File: src/rtl/fp32_adder_if.sv
// Operand and result channels of the binary32 adder.
// The adder is the slave; whoever feeds operands and takes results is the master.
interface fp32_adder_if;
  logic [31:0] input_a;
  logic        input_a_stb;
  logic        input_a_ack;
  logic [31:0] input_b;
  logic        input_b_stb;
  logic        input_b_ack;
  logic [31:0] output_z;
  logic        output_z_stb;

  modport master (
    output input_a, input_a_stb, input_b, input_b_stb,
    input  input_a_ack, input_b_ack, output_z, output_z_stb
  );

  modport slave (
    input  input_a, input_a_stb, input_b, input_b_stb,
    output input_a_ack, input_b_ack, output_z, output_z_stb
  );
endinterface

File: src/rtl/fp32_adder.sv
// Multi-cycle IEEE-754 binary32 adder, round-to-nearest-even, one operation in flight.
// Operands arrive on two stb/ack channels; the sum leaves as a one-cycle strobe.
module fp32_adder (
  input  logic         clk,
  input  logic         rst,
  fp32_adder_if.slave  bus
);

  typedef enum logic [3:0] {
    GET_A, GET_B, UNPACK, SPECIAL, ALIGN, ADD_0, ADD_1,
    NORM_0, NORM_1, ROUND, PACK, PUT_Z
  } state_t;

  localparam logic signed [9:0] EMIN = -10'sd126;
  localparam logic signed [9:0] EMAX = 10'sd127;
  localparam logic [31:0]       QNAN = 32'h7FC0_0000;

  state_t state, state_next;

  logic [31:0]       a, b;
  logic              a_s, b_s, z_s;
  logic signed [9:0] a_e, b_e, z_e;
  // Significand at bit 26 down to bit 3, then guard, round, sticky.
  logic [26:0]       a_m, b_m;
  logic [27:0]       sum;
  logic [23:0]       z_m;
  logic              guard, rnd, sticky;

  logic        a_ack, b_ack, z_stb;
  logic [31:0] z, result;

  logic a_nan, b_nan, a_inf, b_inf, a_zero, b_zero;

  assign a_nan  = (a[30:23] == 8'hFF) && (a[22:0] != 23'd0);
  assign b_nan  = (b[30:23] == 8'hFF) && (b[22:0] != 23'd0);
  assign a_inf  = (a[30:23] == 8'hFF) && (a[22:0] == 23'd0);
  assign b_inf  = (b[30:23] == 8'hFF) && (b[22:0] == 23'd0);
  assign a_zero = (a[30:0] == 31'd0);
  assign b_zero = (b[30:0] == 31'd0);

  assign bus.input_a_ack  = a_ack;
  assign bus.input_b_ack  = b_ack;
  assign bus.output_z     = z;
  assign bus.output_z_stb = z_stb;

  // NOTE: every variable assigned here gets a default first, so no path can infer a latch.
  always_comb begin
    state_next = state;
    result     = 32'd0;
    case (state)
      GET_A:   if (a_ack && bus.input_a_stb) state_next = GET_B;
      GET_B:   if (b_ack && bus.input_b_stb) state_next = UNPACK;
      UNPACK:  state_next = SPECIAL;
      SPECIAL: begin
        state_next = PUT_Z;
        if (a_nan || b_nan)                       result = QNAN;
        else if (a_inf && b_inf && a[31] != b[31]) result = QNAN;
        else if (a_inf)                           result = a;
        else if (b_inf)                           result = b;
        else if (a_zero && b_zero)                result = {a[31] & b[31], 31'd0};
        else if (a_zero)                          result = b;
        else if (b_zero)                          result = a;
        else                                      state_next = ALIGN;
      end
      ALIGN:   if (a_e == b_e) state_next = ADD_0;
      ADD_0:   state_next = ADD_1;
      ADD_1:   state_next = NORM_0;
      NORM_0:  if (z_m[23] || z_e <= EMIN) state_next = NORM_1;
      NORM_1:  if (z_e >= EMIN) state_next = ROUND;
      ROUND:   state_next = PACK;
      PACK: begin
        state_next = PUT_Z;
        if (z_e > EMAX)                      result = {z_s, 8'hFF, 23'd0};
        else if (z_e == EMIN && !z_m[23])    result = {z_s, 8'h00, z_m[22:0]};
        else                                 result = {z_s, 8'(z_e + 10'sd127), z_m[22:0]};
      end
      PUT_Z:   state_next = GET_A;
      default: state_next = GET_A;
    endcase
  end

  // NOTE: sequential state uses non-blocking assignments so every flop samples pre-edge values.
  always_ff @(posedge clk) begin
    if (rst) state <= GET_A;
    else     state <= state_next;
  end

  // Acks and strobe are decoded from the next state, so they are registered and
  // never depend combinationally on an incoming stb.
  always_ff @(posedge clk) begin
    if (rst) begin
      a_ack <= 1'b0;
      b_ack <= 1'b0;
      z_stb <= 1'b0;
      z     <= 32'd0;
    end else begin
      a_ack <= (state_next == GET_A);
      b_ack <= (state_next == GET_B);
      z_stb <= (state_next == PUT_Z);
      if (state_next == PUT_Z) z <= result;
    end
  end

  // NOTE: the datapath carries no reset; every field is written before the state that reads it.
  always_ff @(posedge clk) begin
    case (state)
      GET_A: if (a_ack && bus.input_a_stb) a <= bus.input_a;
      GET_B: if (b_ack && bus.input_b_stb) b <= bus.input_b;
      UNPACK: begin
        a_s <= a[31];
        b_s <= b[31];
        a_m <= {a[30:23] != 8'd0, a[22:0], 3'b000};
        b_m <= {b[30:23] != 8'd0, b[22:0], 3'b000};
        a_e <= (a[30:23] == 8'd0) ? EMIN : $signed({2'b00, a[30:23]}) - 10'sd127;
        b_e <= (b[30:23] == 8'd0) ? EMIN : $signed({2'b00, b[30:23]}) - 10'sd127;
      end
      ALIGN: begin
        if (a_e > b_e) begin
          b_e <= b_e + 10'sd1;
          b_m <= {1'b0, b_m[26:2], b_m[1] | b_m[0]};
        end else if (a_e < b_e) begin
          a_e <= a_e + 10'sd1;
          a_m <= {1'b0, a_m[26:2], a_m[1] | a_m[0]};
        end
      end
      ADD_0: begin
        z_e <= a_e;
        if (a_s == b_s) begin
          sum <= {1'b0, a_m} + {1'b0, b_m};
          z_s <= a_s;
        end else if (a_m >= b_m) begin
          sum <= {1'b0, a_m - b_m};
          z_s <= (a_m == b_m) ? 1'b0 : a_s;
        end else begin
          sum <= {1'b0, b_m - a_m};
          z_s <= b_s;
        end
      end
      ADD_1: begin
        if (sum[27]) begin
          z_m    <= sum[27:4];
          guard  <= sum[3];
          rnd    <= sum[2];
          sticky <= sum[1] | sum[0];
          z_e    <= z_e + 10'sd1;
        end else begin
          z_m    <= sum[26:3];
          guard  <= sum[2];
          rnd    <= sum[1];
          sticky <= sum[0];
        end
      end
      NORM_0: begin
        if (!z_m[23] && z_e > EMIN) begin
          z_e   <= z_e - 10'sd1;
          z_m   <= {z_m[22:0], guard};
          guard <= rnd;
          rnd   <= 1'b0;
        end
      end
      NORM_1: begin
        if (z_e < EMIN) begin
          z_e    <= z_e + 10'sd1;
          z_m    <= {1'b0, z_m[23:1]};
          guard  <= z_m[0];
          rnd    <= guard;
          sticky <= sticky | rnd;
        end
      end
      ROUND: begin
        if (guard && (rnd || sticky || z_m[0])) begin
          z_m <= z_m + 24'd1;
          if (z_m == 24'hFF_FFFF) z_e <= z_e + 10'sd1;
        end
      end
      default: ;
    endcase
  end

endmodule

File: src/flat_wrapper.sv
// flat-port wrapper written by rule: the top's interface ports become plain ports
module fp32_adder_flat 
  (clk, rst, bus_input_a, bus_input_a_stb, bus_input_b, bus_input_b_stb, bus_input_a_ack, bus_input_b_ack, bus_output_z, bus_output_z_stb);
  fp32_adder_if bus_i ();
  input  logic clk;
  input  logic rst;
  input wire logic [$bits(bus_i.input_a)-1:0] bus_input_a;
  input wire logic [$bits(bus_i.input_a_stb)-1:0] bus_input_a_stb;
  input wire logic [$bits(bus_i.input_b)-1:0] bus_input_b;
  input wire logic [$bits(bus_i.input_b_stb)-1:0] bus_input_b_stb;
  output wire logic [$bits(bus_i.input_a_ack)-1:0] bus_input_a_ack;
  output wire logic [$bits(bus_i.input_b_ack)-1:0] bus_input_b_ack;
  output wire logic [$bits(bus_i.output_z)-1:0] bus_output_z;
  output wire logic [$bits(bus_i.output_z_stb)-1:0] bus_output_z_stb;
  assign bus_i.input_a = bus_input_a;
  assign bus_i.input_a_stb = bus_input_a_stb;
  assign bus_i.input_b = bus_input_b;
  assign bus_i.input_b_stb = bus_input_b_stb;
  assign bus_input_a_ack = bus_i.input_a_ack;
  assign bus_input_b_ack = bus_i.input_b_ack;
  assign bus_output_z = bus_i.output_z;
  assign bus_output_z_stb = bus_i.output_z_stb;
  fp32_adder u_core (.clk(clk), .rst(rst), .bus(bus_i));
endmodule
File: config.mk
export PLATFORM = sky130hd
export DESIGN_NAME = fp32_adder_flat
export DESIGN_NICKNAME = d
export VERILOG_FILES = /design/src/rtl/fp32_adder_if.sv /design/src/rtl/fp32_adder.sv /design/src/flat_wrapper.sv
export SDC_FILE = /design/constraint.sdc
export NUM_CORES = 1
export LEC_CHECK = 0
export ABC_AREA = 1
export BUFFER_PORTS_ARGS = -buffer_cell sky130_fd_sc_hd__buf_4
export CORE_MARGIN = 2
export CORE_UTILIZATION = 55
export CTS_CLUSTER_SIZE = 25
export DETAILED_ROUTE_END_ITERATION = 6
export GPL_ROUTABILITY_DRIVEN = 0
export PLACE_DENSITY = 0.76
export SYNTH_ARGS = -nofsm -noshare
export SYNTH_HDL_FRONTEND = slang
export SYNTH_SLANG_ARGS = --single-unit
File: constraint.sdc
create_clock -name clk -period 4.2 [get_ports clk]
set_input_delay 0.21 -clock clk [delete_from_list [all_inputs] [get_ports clk]]
set_output_delay 0.21 -clock clk [all_outputs]
set_load 0.05 [all_outputs]
==> reports/metrics.csv, run 1 <==
metric,value,unit
worst_slew_pin_slew,1.06,ns
fillers,2945,
cts_buffers,29,
maxCapViolations,0,
synthMuxAreaShare,0,%
grt_usage,34.7,%
cts.path.max_buffers,3,
htree_levels,1,
finClkSkew,0.0279,ns
total_power,5.76,mW
die_w,191,um
io_pins,103,
status,completed,
coreArea,34500,sq um
drive_gt1_share,10.3,%
rsz0062_at_grt,no,
synth_common_cells,"795 x nand2_1, 298 x inv_1, 290 x nor2_1",
routed_via_density,5.93,
final_core_util,63.0,%
synth_adder_area_share,7.47,%
cts_sinks,245,
setup_viol,0,
clock_latency,0.57,ns
yosys.area_share.simple,31.2,%
p_leak,9.85,nW
relSlewSlack,29.4,%
via_count,19300,
routedWlPerCell,19.6,um
synth_edf_count,206,
post-route-period-util,82.2,%
cp-start-kind,register,
drt_pass1_iterations,7,
yosysTopAreaCellShare,32.3,%
synth.net_count,2835,
fmax,0.290,GHz
port_buffers,102,
antenna_cells,0,
grt_pass1_vias,18500,
grt_overflow,0,
ys.warnings.count,0,
grt_max_degree,99,
fp.dieH,191,um
synth_top_family_by_area,simple AND/OR/NAND/NOR gates,
ys_types,56,
wl,63600,um
holdWs,0.376,ns
dieArea,36400,sq um
hold_viol_final,0,
drv_slew,0,
synthFlopType,edfxtp_1,
dp_hpwl,47800,um
crit_fanout,26,
drc,0,
critPathKind,register to register,
seq_area_frac_synth,36.3,%
synth_compound_area_share,12.3,%
nNetsFinal,2953,
rows,68,
end_kind,register,
cts_root_buffer,clkbuf_16,
netlist_top_cells_area,"edfxtp_1 32%, nand2_1 16%, ha_1 7.0%",
grt_pass1_wl,98700,um
synth_xor_area_share,3.29,%
avgSynthCellArea,7.22,sq um
ir_worst_vdd,0.328,mV
min_period,3.45,ns
antenna_found_initial,0,
synthCells,2655,
synth.most_common_cell,nand2_1,
syn_area,19200,sq um
clk_pin_slew_worst_paths,0.06,ns
tns,0,ns
ys_async_sr_fraction,0,%
syn_to_final_growth,13.2,%
ys_seq_elements,245,
cp.arrival,3.75,ns
drtIter0Drc,2594,
yosysTopAreaCell,edfxtp_1,
cts_tree,done,
detail-route-antenna-nets,0,
cp.required,4.50,ns
start_util,55.6,%
power_density,265,nW/um^2
hp-class,input port to register,
repair_timing:
item / in CTS / in global routing
hold buffers: 65 / 0
hold endpoints to repair: 71 / 0
gates resized for setup: 0 / 0
setup buffers: 0 / 0
per-layer routing:
metal / wire, um / share of wire (%) / global-route usage (%) / up-vias
li1: - / - / - / 8934
met1: 24100 / 38 / 43.9 / 8757
met2: 27700 / 44 / 54.1 / 1299
met3: 7250 / 11 / 7.64 / 298
met4: 4610 / 7.2 / 21.5 / 0
met5: 0 / 0 / 0 / -
path summary, 6_finish.rpt:
kind                                            start                             endpoint  slack, ns  depth (start not counted)
setup / recovery             u_core.b_m[17]$_DFFE_PP_              u_core.sum[9]$_DFFE_PP_       0.75                         15
hold / removal                         bus_input_b[0]                u_core.b[0]$_DFFE_PP_       0.38                          2
setup reg to reg             u_core.b_m[17]$_DFFE_PP_              u_core.sum[9]$_DFFE_PP_       0.75                         15
hold reg to reg   u_core.bus.output_z[9]$_SDFFE_PP0N_  u_core.bus.output_z[9]$_SDFFE_PP0N_       0.49                          2
power by group:
part / switching, mW / internal [mW] / leakage (nW) / total (mW)
combinational: 0.258 / 0.171 / 7.20 / 0.429
sequential: 0.0450 / 2.67 / 2.18 / 2.72
clock: 1.11 / 1.50 / 0.476 / 2.61
total: 1.41 / 4.35 / 9.85 / 5.76
cells by family after synthesis:
logic type	Yosys count
compound gates	407
flops	245
xor+xnor	72
fa+ha+maj	112
simple gates	1407
buf+inv	412
layout make-up:
type | instances | area, sq um | share of cell area [%]
flip-flops and latches | 245 | 6970 | 32.1
clock inverters | 17 | 146 | 0.674
inverters | 313 | 1170 | 5.41
well taps | 455 | 569 | 2.62
repair buffers | 186 | 1560 | 7.18
clock buffers | 36 | 846 | 3.90
multi-input cells | 1998 | 10400 | 48.1
cell usage in the layout (no fill, tap or decap), types with 6 or more instances in the layout:
master and n:
o22ai_1 7, o21ai_0 167, a21oi_1 131, nand4_1 30
o211ai_1 9, nand2_4 6, nand3_2 19, nand2_1 794
nor4_1 7, nand3_1 156, buf_4 121, nor2_1 289
nor2_4 6, xor2_1 62, inv_2 13, inv_1 298
nor2_2 31, dfxtp_1 39, a21oi_2 23, ha_1 108
xnor2_1 9, a31oi_1 10, nor3_1 52, dlygate4sd3_1 65
o21bai_1 11, clkbuf_16 32, edfxtp_1 206, o2111ai_1 17
through the flow:
| stage | std cells | area, sq um | setup WS [ns] |
|---|---|---|---|
| 2_1_floorplan | 2655 | 19200 | 0.0685 |
| 3_3_place_gp | 3132 | 20100 | 1.08 |
| 3_5_place_dp | 3132 | 20100 | 0.889 |
| 4_1_cts | 3250 | 21700 | 0.866 |
| 5_1_grt | 3250 | 21700 | 0.494 |
| 6_report | 3250 | 21700 | 0.749 |
registers in the layout (all words and copies together) (netlist names):
name	cells
u_core.sticky	1
u_core.a_m	27
u_core.a_s	1
u_core.bus.output_z_stb	1
u_core.z_s	1
u_core.b_s	1
u_core.bus.input_b_ack	1
u_core.sum	28
u_core.state	4
u_core.z_m	24
u_core.b_e	10
u_core.b	32
u_core.a	32
u_core.bus.input_a_ack	1
u_core.b_m	27
u_core.z_e	10
u_core.rnd	1
u_core.a_e	10
u_core.bus.output_z	32
u_core.guard	1
critical path, cell delays in order (launching register included):
cell	delay [ns]
edfxtp_1	0.38
inv_1	0.07
ha_1	0.54
nand2_1	0.19
nor2_1	0.26
nand2_1	0.12
nor2_1	0.20
nand3_1	0.14
nand2_1	0.10
nor2_1	0.04
nand2_1	0.37
inv_2	0.38
nand2_1	0.19
nand2_1	0.07
nand2_1	0.06
nand2_1	0.07
Power figures use the tool's default switching activity.
==> inputs of run 2 (changes only) <==
--- a/config.mk
+++ b/config.mk
@@ -12,7 +12,7 @@
 export CTS_CLUSTER_SIZE = 25
 export DETAILED_ROUTE_END_ITERATION = 6
 export GPL_ROUTABILITY_DRIVEN = 0
-export PLACE_DENSITY = 0.76
+export PLACE_DENSITY = 0.73
 export SYNTH_ARGS = -nofsm -noshare
 export SYNTH_HDL_FRONTEND = slang
 export SYNTH_SLANG_ARGS = --single-unit
==> constraint.sdc (replaced) <==
create_clock -name clk -period 3.2 [get_ports clk]
set_input_delay 0.16 -clock clk [delete_from_list [all_inputs] [get_ports clk]]
set_output_delay 0.16 -clock clk [all_outputs]
set_load 0.05 [all_outputs]
==> run 2 against run 1 <==
- non-clock buffer count rose by 16
- highest routed layer is now met5
- sequential power is 31% higher
- worst setup slack worse by 0.66 ns
- clock-buffer cell count decreased by 4
- combinational power rose by 31%
- sequential cell count is the same
- cell count rose by 0.52%
- maximum frequency increased by 11%
- clock skew fell by 0.014 ns
- critical path depth is 3 lower
==> reports/metrics.csv, run 2 (synthesized netlist as in run 1, its figures left out) <==
metric,value,unit
layout_common_cells,"794 x nand2_1, 298 x inv_1, 288 x nor2_1, 206 x edfxtp_1, 164 x o21ai_0",
tns,0,ns
min_from,bus_input_b[7],
total_power,7.78,mW
rsz0062_at_grt,no,
via_count,19200,
p_leak,9.97,nW
min_period,3.11,ns
detail-route-antenna-nets,0,
critPathKind,register to register,
dieArea,36400,sq um
routed_via_density,5.88,
crit_chain,"inv_1, ha_1, nand2_1, nor4_1, nand3_1, nand2_1, nor2_1, nand2_1, buf_4, o21ai_0, nand2_1, o21ai_0",
start_util,55.6,%
nNetsFinal,2970,
status,completed,
cts.path.max_buffers,3,
fmax,0.322,GHz
worst_slew_pin_slew,1.07,ns
fp.dieH,191,um
syn_to_final_growth,14.4,%
grt_pass1_vias,17900,
drv_slew,0,
cp.arrival,3.38,ns
multi_input_area,10500,sq um
power_density,355,nW/um^2
crit_path_top_delay_cell,ha_1,
max_stage_delay,0.54,ns
worstHoldPathCells,2,
antenna_cells,0,
worst_r2r_path_depth,12,
rows,68,
ir_worst_vdd,0.638,mV
end_kind,register,
drc,0,
post-route-period-util,97.1,%
io_pins,103,
setup_viol,0,
relSlewSlack,28.3,%
r2r-start,u_core.b_m[24]$_DFFE_PP_,
cp-start-kind,register,
die_w,191,um
wl,63100,um
clk_pin_slew_worst_paths,0.06,ns
cp.required,3.47,ns
final_common_cell,nand2_1,
antenna_found_initial,5,
fillers,2993,
drtIter0Drc,2313,
routedWlPerCell,19.3,um
dp_hpwl,47600,um
crit_buf_inv,2,
cts_root_buffer,clkbuf_16,
path_delay_family,simple AND/OR/NAND/NOR gates,
hp-class,input port to register,
cp.depth,12,
htree_levels,1,
finClkSkew,0.0140,ns
grt_usage,34.7,%
grt_overflow,0,
postCtsSetupBuffers,0,
clock_latency,0.59,ns
crit_start,u_core.b_m[24]$_DFFE_PP_,
drive_gt1_share,10.6,%
cts_buffers,30,
hold_viol_final,0,
coreArea,34500,sq um
drt_pass1_iterations,6,
maxCapViolations,0,
cts_sinks,245,
grt_pass1_wl,97800,um
crit_fanout,13,
cts_tree,done,
grt_max_degree,99,
seq_area,6970,sq um
path_common_cell,nand2_1,
port_buffers,102,
==> run 2: cell types whose count changed in the layout (fill, tap and decap cells not counted), sizes merged <==
cell and change:
buf +16, bufinv +5, clkinv +5, clkbuf -4
inv -3, clkinvlp -2
==> run 2: metal layers <==
metal	wire, um	GRT usage, %	up-vias
met5	95	0	-
met4	3780	17.8	10
met3	6560	5.83	231
met2	28000	55.4	1176
met1	24700	45.3	8826
li1	-	-	8977
==> run 2: cell type report <==
cell class / count / area share [%]
inverter: 313 / 5.36
sequential: 245 / 31.8
clock inverter: 22 / 1.27
tap: 455 / 2.60
timing repair buffer: 202 / 7.89
clock buffer: 32 / 3.46
multi-input combinational: 1998 / 47.7
==> run 2: final timing paths <==
| kind | to | slack, ns |
|---|---|---|
| worst max-delay path | u_core.sum[2]$_DFFE_PP_ | 0.09 |
| worst min-delay path | u_core.b[7]$_DFFE_PP_ | 0.30 |
| worst max register to register | u_core.sum[2]$_DFFE_PP_ | 0.09 |
| worst min register to register | u_core.bus.output_z[11]$_SDFFE_PP0N_ | 0.49 |
==> run 2: repair_timing <==
action | 4_1_cts | 5_1_grt
setup endpoints to repair | 0 | 4
hold buffers | 65 | 0
resized for setup | 0 | 4
hold endpoints to repair | 71 | 0
==> run 2: power breakdown <==
group          leakage, nW  switching (mW)  internal (mW)
clock network        0.498            1.46           2.19
logic                 7.30           0.335          0.229
registers             2.18          0.0577           3.51
total                 9.97            1.85           5.93
==> run 2: through the flow <==
step | utilization [%] | cell area (sq um) | hold WS (ns) | cells | worst slack (ns)
finish | 63.6 | 21900 | 0.297 | 3267 | 0.0926
global route | 63.6 | 21900 | 0.288 | 3267 | 0.00303
CTS | 63.6 | 21900 | 0.268 | 3267 | 0.215
detailed placement | 58.7 | 20200 | 0.339 | 3148 | 0.217
global placement | 58.7 | 20200 | 0.338 | 3148 | 0.263
floorplan | - | 19200 | 0.259 | 2655 | 0.0359
